File: config.mk
export PLATFORM = sky130hd
export DESIGN_NAME = pipeline_sequencer
export DESIGN_NICKNAME = d
export VERILOG_FILES = /design/src/rtl/pipeline_sequencer.sv
export SDC_FILE = /design/constraint.sdc
export NUM_CORES = 1
export LEC_CHECK = 0
export ABC_AREA = 1
export BUFFER_PORTS_ARGS = -buffer_cell sky130_fd_sc_hd__buf_2
export CAP_MARGIN = 20
export CORE_ASPECT_RATIO = 1.2
export CORE_MARGIN = 5
export CORE_UTILIZATION = 55
export CTS_CLUSTER_SIZE = 10
export DETAILED_ROUTE_END_ITERATION = 10
export MAX_ROUTING_LAYER = met4
export PLACE_DENSITY_LB_ADDON = 0.05
export SYNTH_ARGS = -nofsm -noshare
export SYNTH_HDL_FRONTEND = slang
export SYNTH_SLANG_ARGS = --single-unit
File: constraint.sdc
create_clock -name i_clk -period 2.2 [get_ports i_clk]
set_input_delay 0.11 -clock i_clk [delete_from_list [all_inputs] [get_ports i_clk]]
set_output_delay 0.11 -clock i_clk [all_outputs]
set_load 0.05 [all_outputs]
File: src/rtl/pipeline_sequencer.sv
// pipeline_sequencer
// Debugger-facing sequencer for a five-stage pipeline. It owns the load,
// run, single-step, drain and halted modes. Per cycle it produces the stage
// register enables and the bubble flushes from the current mode and the
// hazard inputs.
//
// Ports
//   i_clk, i_rst        clock, synchronous active-high reset
//   i_cmd_valid/i_cmd   debugger command (0 NOP,1 LOAD,2 LOAD_END,3 RUN,4 STEP,5 PAUSE)
//   o_cmd_ready         command is consumed when valid & ready
//   i_load_use          load-use hazard in ID
//   i_branch_taken      branch resolved taken in MEM
//   i_halt_decoded      HALT opcode in ID
//   o_*_en              stage register enables (PC, IF/ID, ID/EX, EX/MEM, MEM/WB)
//   o_*_flush           load a bubble into IF/ID, ID/EX, EX/MEM
//   o_imem_grant        loader owns the instruction-memory write port
//   o_pipe_rst          one-cycle pipeline register clear after LOAD_END
//   o_state             current state encoding
//   o_halted            high in HALTED
//   o_step_done         one-cycle pulse in the cycle after a STEP
//   o_cycle_cnt         saturating count of advancing cycles
//
// state  | meaning
// IDLE   | pipeline frozen, waiting for LOAD/RUN/STEP
// LOAD   | loader owns instruction memory until LOAD_END
// RUN    | free-running, advancing every cycle
// STEP   | exactly one advancing cycle
// DRAIN  | HALT seen, emptying EX/MEM/WB with fetch frozen
// HALTED | drained, only LOAD leaves
module pipeline_sequencer #(
    parameter int DRAIN_CYCLES = 4,
    parameter int CNT_W        = 32
) (
    input  logic             i_clk,
    input  logic             i_rst,
    input  logic             i_cmd_valid,
    input  logic [2:0]       i_cmd,
    output logic             o_cmd_ready,
    input  logic             i_load_use,
    input  logic             i_branch_taken,
    input  logic             i_halt_decoded,
    output logic             o_pc_en,
    output logic             o_if_id_en,
    output logic             o_id_ex_en,
    output logic             o_ex_mem_en,
    output logic             o_mem_wb_en,
    output logic             o_if_id_flush,
    output logic             o_id_ex_flush,
    output logic             o_ex_mem_flush,
    output logic             o_imem_grant,
    output logic             o_pipe_rst,
    output logic [2:0]       o_state,
    output logic             o_halted,
    output logic             o_step_done,
    output logic [CNT_W-1:0] o_cycle_cnt
);

    localparam logic [2:0] ST_IDLE   = 3'd0;
    localparam logic [2:0] ST_LOAD   = 3'd1;
    localparam logic [2:0] ST_RUN    = 3'd2;
    localparam logic [2:0] ST_STEP   = 3'd3;
    localparam logic [2:0] ST_DRAIN  = 3'd4;
    localparam logic [2:0] ST_HALTED = 3'd5;

    localparam logic [2:0] CMD_LOAD     = 3'd1;
    localparam logic [2:0] CMD_LOAD_END = 3'd2;
    localparam logic [2:0] CMD_RUN      = 3'd3;
    localparam logic [2:0] CMD_STEP     = 3'd4;
    localparam logic [2:0] CMD_PAUSE    = 3'd5;

    localparam logic [3:0] DRAIN_LOAD = 4'(DRAIN_CYCLES - 1);

    logic [2:0]       state_q, state_d;
    logic [3:0]       drain_cnt_q, drain_cnt_d;
    logic             step_done_q;
    logic             pipe_rst_q;
    logic [CNT_W-1:0] cycle_cnt_q;
    logic             cmd_ready;
    logic             cmd_acc;
    logic             load_end_acc;
    logic             advancing;

    assign cmd_ready = (state_q == ST_IDLE) || (state_q == ST_LOAD) ||
                       (state_q == ST_RUN)  || (state_q == ST_HALTED);
    assign cmd_acc   = i_cmd_valid && cmd_ready;
    assign advancing = (state_q == ST_RUN) || (state_q == ST_STEP) ||
                       (state_q == ST_DRAIN);

    always_comb begin
        state_d      = state_q;
        drain_cnt_d  = drain_cnt_q;
        load_end_acc = 1'b0;
        case (state_q)
            ST_IDLE: begin
                if (cmd_acc) begin
                    case (i_cmd)
                        CMD_LOAD: state_d = ST_LOAD;
                        CMD_RUN:  state_d = ST_RUN;
                        CMD_STEP: state_d = ST_STEP;
                        default:  state_d = ST_IDLE;
                    endcase
                end
            end
            ST_LOAD: begin
                if (cmd_acc && (i_cmd == CMD_LOAD_END)) begin
                    state_d      = ST_IDLE;
                    load_end_acc = 1'b1;
                end
            end
            ST_RUN: begin
                // HALT takes priority over a PAUSE arriving in the same cycle
                if (i_halt_decoded) begin
                    state_d     = ST_DRAIN;
                    drain_cnt_d = DRAIN_LOAD;
                end else if (cmd_acc && (i_cmd == CMD_PAUSE)) begin
                    state_d = ST_IDLE;
                end
            end
            ST_STEP: begin
                if (i_halt_decoded) begin
                    state_d     = ST_DRAIN;
                    drain_cnt_d = DRAIN_LOAD;
                end else begin
                    state_d = ST_IDLE;
                end
            end
            ST_DRAIN: begin
                if (drain_cnt_q == 4'd0) begin
                    state_d = ST_HALTED;
                end else begin
                    drain_cnt_d = drain_cnt_q - 4'd1;
                end
            end
            ST_HALTED: begin
                if (cmd_acc && (i_cmd == CMD_LOAD)) begin
                    state_d = ST_LOAD;
                end
            end
            default: begin
                state_d     = ST_IDLE;
                drain_cnt_d = 4'd0;
            end
        endcase
    end

    // DRAIN keeps fetch frozen even on a taken branch; the branch only
    // squashes the younger latches.
    always_comb begin
        o_pc_en        = 1'b0;
        o_if_id_en     = 1'b0;
        o_id_ex_en     = 1'b0;
        o_ex_mem_en    = 1'b0;
        o_mem_wb_en    = 1'b0;
        o_if_id_flush  = 1'b0;
        o_id_ex_flush  = 1'b0;
        o_ex_mem_flush = 1'b0;
        if (advancing) begin
            o_pc_en     = 1'b1;
            o_if_id_en  = 1'b1;
            o_id_ex_en  = 1'b1;
            o_ex_mem_en = 1'b1;
            o_mem_wb_en = 1'b1;
            if (state_q == ST_DRAIN) begin
                o_pc_en       = 1'b0;
                o_if_id_en    = 1'b0;
                o_id_ex_flush = 1'b1;
                if (i_branch_taken) begin
                    o_if_id_flush  = 1'b1;
                    o_ex_mem_flush = 1'b1;
                end
            end else if (i_branch_taken) begin
                o_if_id_flush  = 1'b1;
                o_id_ex_flush  = 1'b1;
                o_ex_mem_flush = 1'b1;
            end else if (i_load_use) begin
                o_pc_en       = 1'b0;
                o_if_id_en    = 1'b0;
                o_id_ex_flush = 1'b1;
            end
        end
    end

    // o_pipe_rst is registered: it rises on the edge that accepts LOAD_END,
    // so it is high for the first IDLE cycle; the cycle counter clears on
    // that same edge.
    always_ff @(posedge i_clk) begin
        if (i_rst) begin
            state_q     <= ST_IDLE;
            drain_cnt_q <= 4'd0;
            step_done_q <= 1'b0;
            pipe_rst_q  <= 1'b0;
            cycle_cnt_q <= '0;
        end else begin
            state_q     <= state_d;
            drain_cnt_q <= drain_cnt_d;
            step_done_q <= (state_q == ST_STEP);
            pipe_rst_q  <= load_end_acc;
            if (load_end_acc) begin
                cycle_cnt_q <= '0;
            end else if (advancing && !(&cycle_cnt_q)) begin
                cycle_cnt_q <= cycle_cnt_q + CNT_W'(1);
            end
        end
    end

    assign o_cmd_ready  = cmd_ready;
    assign o_imem_grant = (state_q == ST_LOAD);
    assign o_pipe_rst   = pipe_rst_q;
    assign o_state      = state_q;
    assign o_halted     = (state_q == ST_HALTED);
    assign o_step_done  = step_done_q;
    assign o_cycle_cnt  = cycle_cnt_q;

endmodule

[Word level (Yosys, flattened, before mapping)]
Cells that the tools add are included.
Storage, ports and cells
  register bits: 41
  word-level logic and storage cells: 69
  bits in latches: 0
  memory bits (read-only): 0
  memories kept: 0
  output and inout bits: 48
  memory bits (writable): 0
Cells by class
  multipliers: 0
  add/sub/neg operators: 2
  shift operators: 0
  order comparisons: 0
  equal/unequal tests: 17
  divide/modulo/power cells: 0
  bitwise gates (word level): 1
  mux-type cells: 25
  reduce and logical (&&, ||, !) cells: 19
Operators with widths (number)
  $add A32 B1 Y32 const B: 1
  $reduce_and A32 Y1: 1
  $mux W3: 7
  $pmux W3 S6: 1
  $mux W1: 13
  $eq A3 B2 Y1 const B: 4
  $eq A3 B3 Y1 const B: 4
  $pmux W4 S3: 1
  $mux W4: 2
  $ne A2 B1 Y1 const B: 4
  $eq A3 B1 Y1 const B: 2
  $pmux W2 S3: 1
  $logic_and A1 B1 Y1: 5
  $logic_or A1 B1 Y1: 5
  $reduce_and A5 Y1: 1
  $logic_not A4 Y1: 1
  $ne A2 B2 Y1 const B: 2
  $reduce_or A2 Y1: 2
  $sub A4 B1 Y4 const B: 1
  $logic_not A3 Y1: 1
  $ne A3 B2 Y1 const B: 1
  $reduce_and A3 Y1: 1
  $reduce_or A3 Y1: 1
  $logic_not A1 Y1: 1
  $not A1 Y1: 1

[Depth between registers and ports, before layout]
  depth in word-level cells: 9
  depth in mapped cells: 11
  depth with buffers taken out: 10

[Worst setup path after synthesis]
No wires, ideal clock.
  kind: register to output
  start point: register state_q[1] (netlist: o_state[1])
  end point: output o_if_id_flush
  stages on the path, launching flop included: 6
  arrival: 2.326 ns
  path buffers: 1
  path slack: -0.236 ns
  path through: dfxtp_1 inv_1 nor2_1 inv_1 a21oi_1 buf_4
Between the ends
  cells in the longest elaborated chain, start to end: 4
RTL lines
  start: declaration: line 73  | logic [2:0] state_q, state_d;
  start signal: assignment: line 194  | state_q <= state_d;
  $eq A3 B2 Y1: line 86  | assign advancing = (state_q == ST_RUN) || (state_q == ST_STEP) ||
  $logic_or A1 B1 Y1: line 86
  $logic_or A1 B1 Y1 (*): line 86
  $mux W1 (*)
  end: declaration: line 47  | output logic o_if_id_flush,
Mark *: on every way between the ends. The rest lies on a longest branch, timed or not.

[Final worst setup path]
  start point: register cycle_cnt_q[0] (netlist: o_cycle_cnt[0])
  end point: register cycle_cnt_q[31] (netlist: o_cycle_cnt[31])
Between the ends
  cells in the longest elaborated chain, start to end: 3
RTL lines
  start: declaration: line 77  | logic [CNT_W-1:0] cycle_cnt_q;
  start signal: assignment: line 201  | cycle_cnt_q <= cycle_cnt_q + CNT_W'(1);
  branches (longest 3 deep; another with $add A32 B1 Y32)
Parallel ways; which one is timed is not known.
A chain may end at the register's enable or synchronous reset.

==> results.tsv <==
stage	metric	value	unit
final_layout	Post-Layout Cell Count	560	
critical_path	CP max-delay cell	dfxtp_1	
power_and_ir_drop	P_leak	1.34	nW
final_layout	area delta synth->final	13.0	%
clock_tree	postcts setup bufs	0	
routing	Vias/cell	5.09	
synth	synth warn	0	
global_routing	largest net degree at the start of global routing	32	
critical_path	WP data required	2.37	ns
clock_tree	Clock Path Buffers	2	
clock_tree	Resized cells post-CTS	0	
critical_path	reg2reg end	o_cycle_cnt[31]$_SDFFE_PP0P_	
critical_path	CP startpoint kind	flip-flop	
final_layout	Final Util	63.4	%
floorplanning	Row Count	28	
sta	Worst Skew	0.00634	ns
synth	main combinational cell family by area after synthesis	simple AND/OR/NAND/NOR gates	
global_routing	number of global-route vias before repair	2624	
synth	multiplexer area fraction after synthesis	0	%
synth	distinct cell type count after synthesis	31	
critical_path	WP buf/inv	2	
critical_path	crit-path cells	ha_1 > inv_1 > nor2_4 > nand2_4 > nor2_8 > nand2_4 > nand2_8 > inv_4 > nand2_1 > a21oi_2	
routing	DRT antenna net count	0	
global_routing	Tot GR Track Use	22.6	%
power_and_ir_drop	VDD IR max	0.000307	V
floorplanning	Ports	57	
clock_tree	Root Driver	clkbuf_8	
sta	# setup viols final	0	
sta	RSZ-0062 raised after global routing	false	
sta	period utilization	88.2	%
synth	Synth Register Bits	41	
placement	Port Buf Inserts	56	
synth	area of the mapped netlist	2750	sq um
synth	syn nets	458	
sta	Final min period	1.94	ns
placement	Final HPWL DP	5.23	mm
power_and_ir_drop	Power per Cell Area	480	nW/um^2
critical_path	CP delay by family, top	simple AND/OR/NAND/NOR gates	
synth	Adder-Cell Fraction of Synth Area	1.36	%
global_routing	grt total ovfl	0	
global_routing	global-route wire length before repair	11.5	mm
floorplanning	Die Ht	87.5	microns
synth	Synth Area in Compound Gates	11.4	%
run_status	status	finished, final reports clean	
clock_tree	Post-CTS Hold Fix Bufs	0	
floorplanning	die width	74.6	microns
clock_tree	Num Clock Sinks	41	
clock_tree	Reg clk slew, reported paths	0.08	ns
critical_path	Critical Path End Type	flip-flop	
synth	Simple-Gate Fraction of Synth Area	42.4	%
sta	Final Hold Fails	0	
sta	Max-slew headroom	78.0	%
sta	FMAX	0.515	GHz
placement	placed cell count	553	
final_layout	Antenna diodes	0	
sta	Final TNS setup	0	ns
critical_path	Worst R2R Path Depth	10	
power_and_ir_drop	Pwr Total	1.49	mW
final_layout	FILL cells	499	
critical_path	kind of critical path	flip-flop to flip-flop	
routing	First-pass DRT Iterations	4	
critical_path	cell mode on critical path	nand2_4	
sta	Slew Viols, Final	0	
hold_path	Hold Crit Endpoint	o_state[0]$_SDFFE_PP0P_	
critical_path	Critical R2R Launch	o_cycle_cnt[0]$_SDFFE_PP0P_	
clock_tree	CTS tree	built	
run	MaxCap Viol Count	0	
synth	XOR/XNOR share of the synthesized area	4.77	%
hold_path	Worst Hold Path Cells	2	
synth	register area share after synthesis	29.8	%
synth	synthesized area per cell	6.17	sq um
routing	DRC violations left	0	
critical_path	reg-to-reg setup timing slack	0.26	ns
routing	vias after detailed routing	2849	
routing	Routed WL	6.70	mm
clock_tree	# H-tree levels	2	
critical_path	Worst Path Max Fanout	31	
placement	RD Place Congestion	0.959	
synth	cells after synthesis	446	
clock_tree	CTS Buf Count	5	
sta	Worst-Margin Slew	0.329	ns
global_routing	initial antenna violation count	0	
hold_path	hold_sp	i_rst	
routing	DRT iter0 DRCs	186	
floorplanning	starting density of the core	56.1	%
critical_path	Data arrival, critical path	2.11	ns
final_layout	Nets	512	
clock_tree	later-pin clock latency in the skew report	0.29	ns
routing	post-DR wirelength/cell	12.0	microns
floorplanning	die area	6530	sq um
final_layout	share of cells above drive strength 1	17.0	%
hold_path	hold crit path type	input pin to flip-flop	
floorplanning	core area	4900	sq um
critical_path	slowest stage delay, CP	0.40	ns
cells in the final DEF (no fill, tap or decap), drive strengths merged, types with 2 or more instances in the layout:
cell type / n
a21boi: 2
a21oi: 36
buf: 58
clkbuf: 7
dfxtp: 41
ha: 3
inv: 46
nand2: 162
nand3: 28
nand4: 3
nor2: 77
nor3: 6
o21ai: 13
xnor2: 6
xor2: 9
per-stage QoR:
step | hold WS [ns] | area, sq um | worst slack (ns)
after floorplan | 0.179 | 2760 | 0.0697
after CTS | 0.0768 | 3110 | 0.243
after global placement | 0.383 | 3020 | 0.333
after global routing | 0.0976 | 3110 | 0.0896
after detailed placement | 0.384 | 3020 | 0.259
final | 0.0851 | 3110 | 0.259
state kept, by name, indices dropped and copies added (netlist names):
| signal | flops |
|---|---|
| o_state | 3 |
| drain_cnt_q | 4 |
| o_step_done | 1 |
| o_pipe_rst | 1 |
| o_cycle_cnt | 32 |
Yosys cell counts:
master	n	area share [%]
xor2_1	9	2.9
nand2_8	1	0.73
buf_2	2	0.36
o21ai_0	10	1.8
nor2_1	73	10
a21oi_1	28	5.1
xnor2_1	6	1.9
buf_6	2	0.82
nand3_1	28	5.1
ha_1	3	1.4
nand4_1	3	0.68
nand2_4	3	1.2
a21oi_2	7	2.2
nand2_1	157	21
inv_4	1	0.23
o21ai_1	3	0.55
inv_2	1	0.14
o21bai_1	1	0.27
buf_8	3	1.6
dfxtp_1	41	30
a21oi_4	1	0.59
buf_4	4	1.1
nor4_1	1	0.23
nor2_2	1	0.23
o211ai_1	1	0.27
a21boi_0	2	0.55
nor2_8	1	0.73
nor3_1	6	1.1
nor2_4	2	0.82
nand2_2	1	0.23
inv_1	44	6.0
worst max path at each step:
stage | startpoint | slack, ns | end | cells after the start
after detailed placement | o_cycle_cnt[0]$_SDFFE_PP0P_ | 0.26 | o_cycle_cnt[31]$_SDFFE_PP0P_ | 10
after CTS | o_cycle_cnt[0]$_SDFFE_PP0P_ | 0.24 | o_cycle_cnt[31]$_SDFFE_PP0P_ | 10
after global placement | o_cycle_cnt[0]$_SDFFE_PP0P_ | 0.33 | o_cycle_cnt[31]$_SDFFE_PP0P_ | 10
final | o_cycle_cnt[0]$_SDFFE_PP0P_ | 0.26 | o_cycle_cnt[31]$_SDFFE_PP0P_ | 10
after global routing | o_cycle_cnt[0]$_SDFFE_PP0P_ | 0.09 | o_cycle_cnt[23]$_SDFFE_PP0P_ | 10
after floorplan | o_state[2]$_SDFFE_PP0P_ | 0.07 | o_state[2]$_SDFFE_PP0P_ | 5
where the power goes:
group | switching, mW | leakage [nW] | internal, mW
Sequential | 0.0106 | 0.331 | 0.751
Combinational | 0.176 | 0.960 | 0.0538
Clock | 0.252 | 0.0443 | 0.249
Total | 0.438 | 1.34 | 1.05
cell type report:
type                            count  area [sq um]  share of cell area (%)
Clock buffer                        7          86.3                    2.78
Inverter                           46           175                    5.63
Sequential cell                    41           821                    26.4
Multi-Input combinational cell    348          1660                    53.3
Tap cell                           60          75.1                    2.41
Timing Repair Buffer               58           295                    9.50
cell families after synthesis:
logic type | after synthesis
simple gates | 277
buf+inv | 57
compound gates | 53
xor+xnor | 15
flops | 41
fa+ha+maj | 3
metal layers:
layer / vias to the layer above / global-route usage [%] / wire length (microns)
met5: - / - / 0
met3: 10 / 4.16 / 354
met4: 0 / 5.34 / 80
met2: 67 / 39.3 / 3300
met1: 1269 / 26.5 / 2960
li1: 1503 / - / -
(Power assumes the default switching activity.)
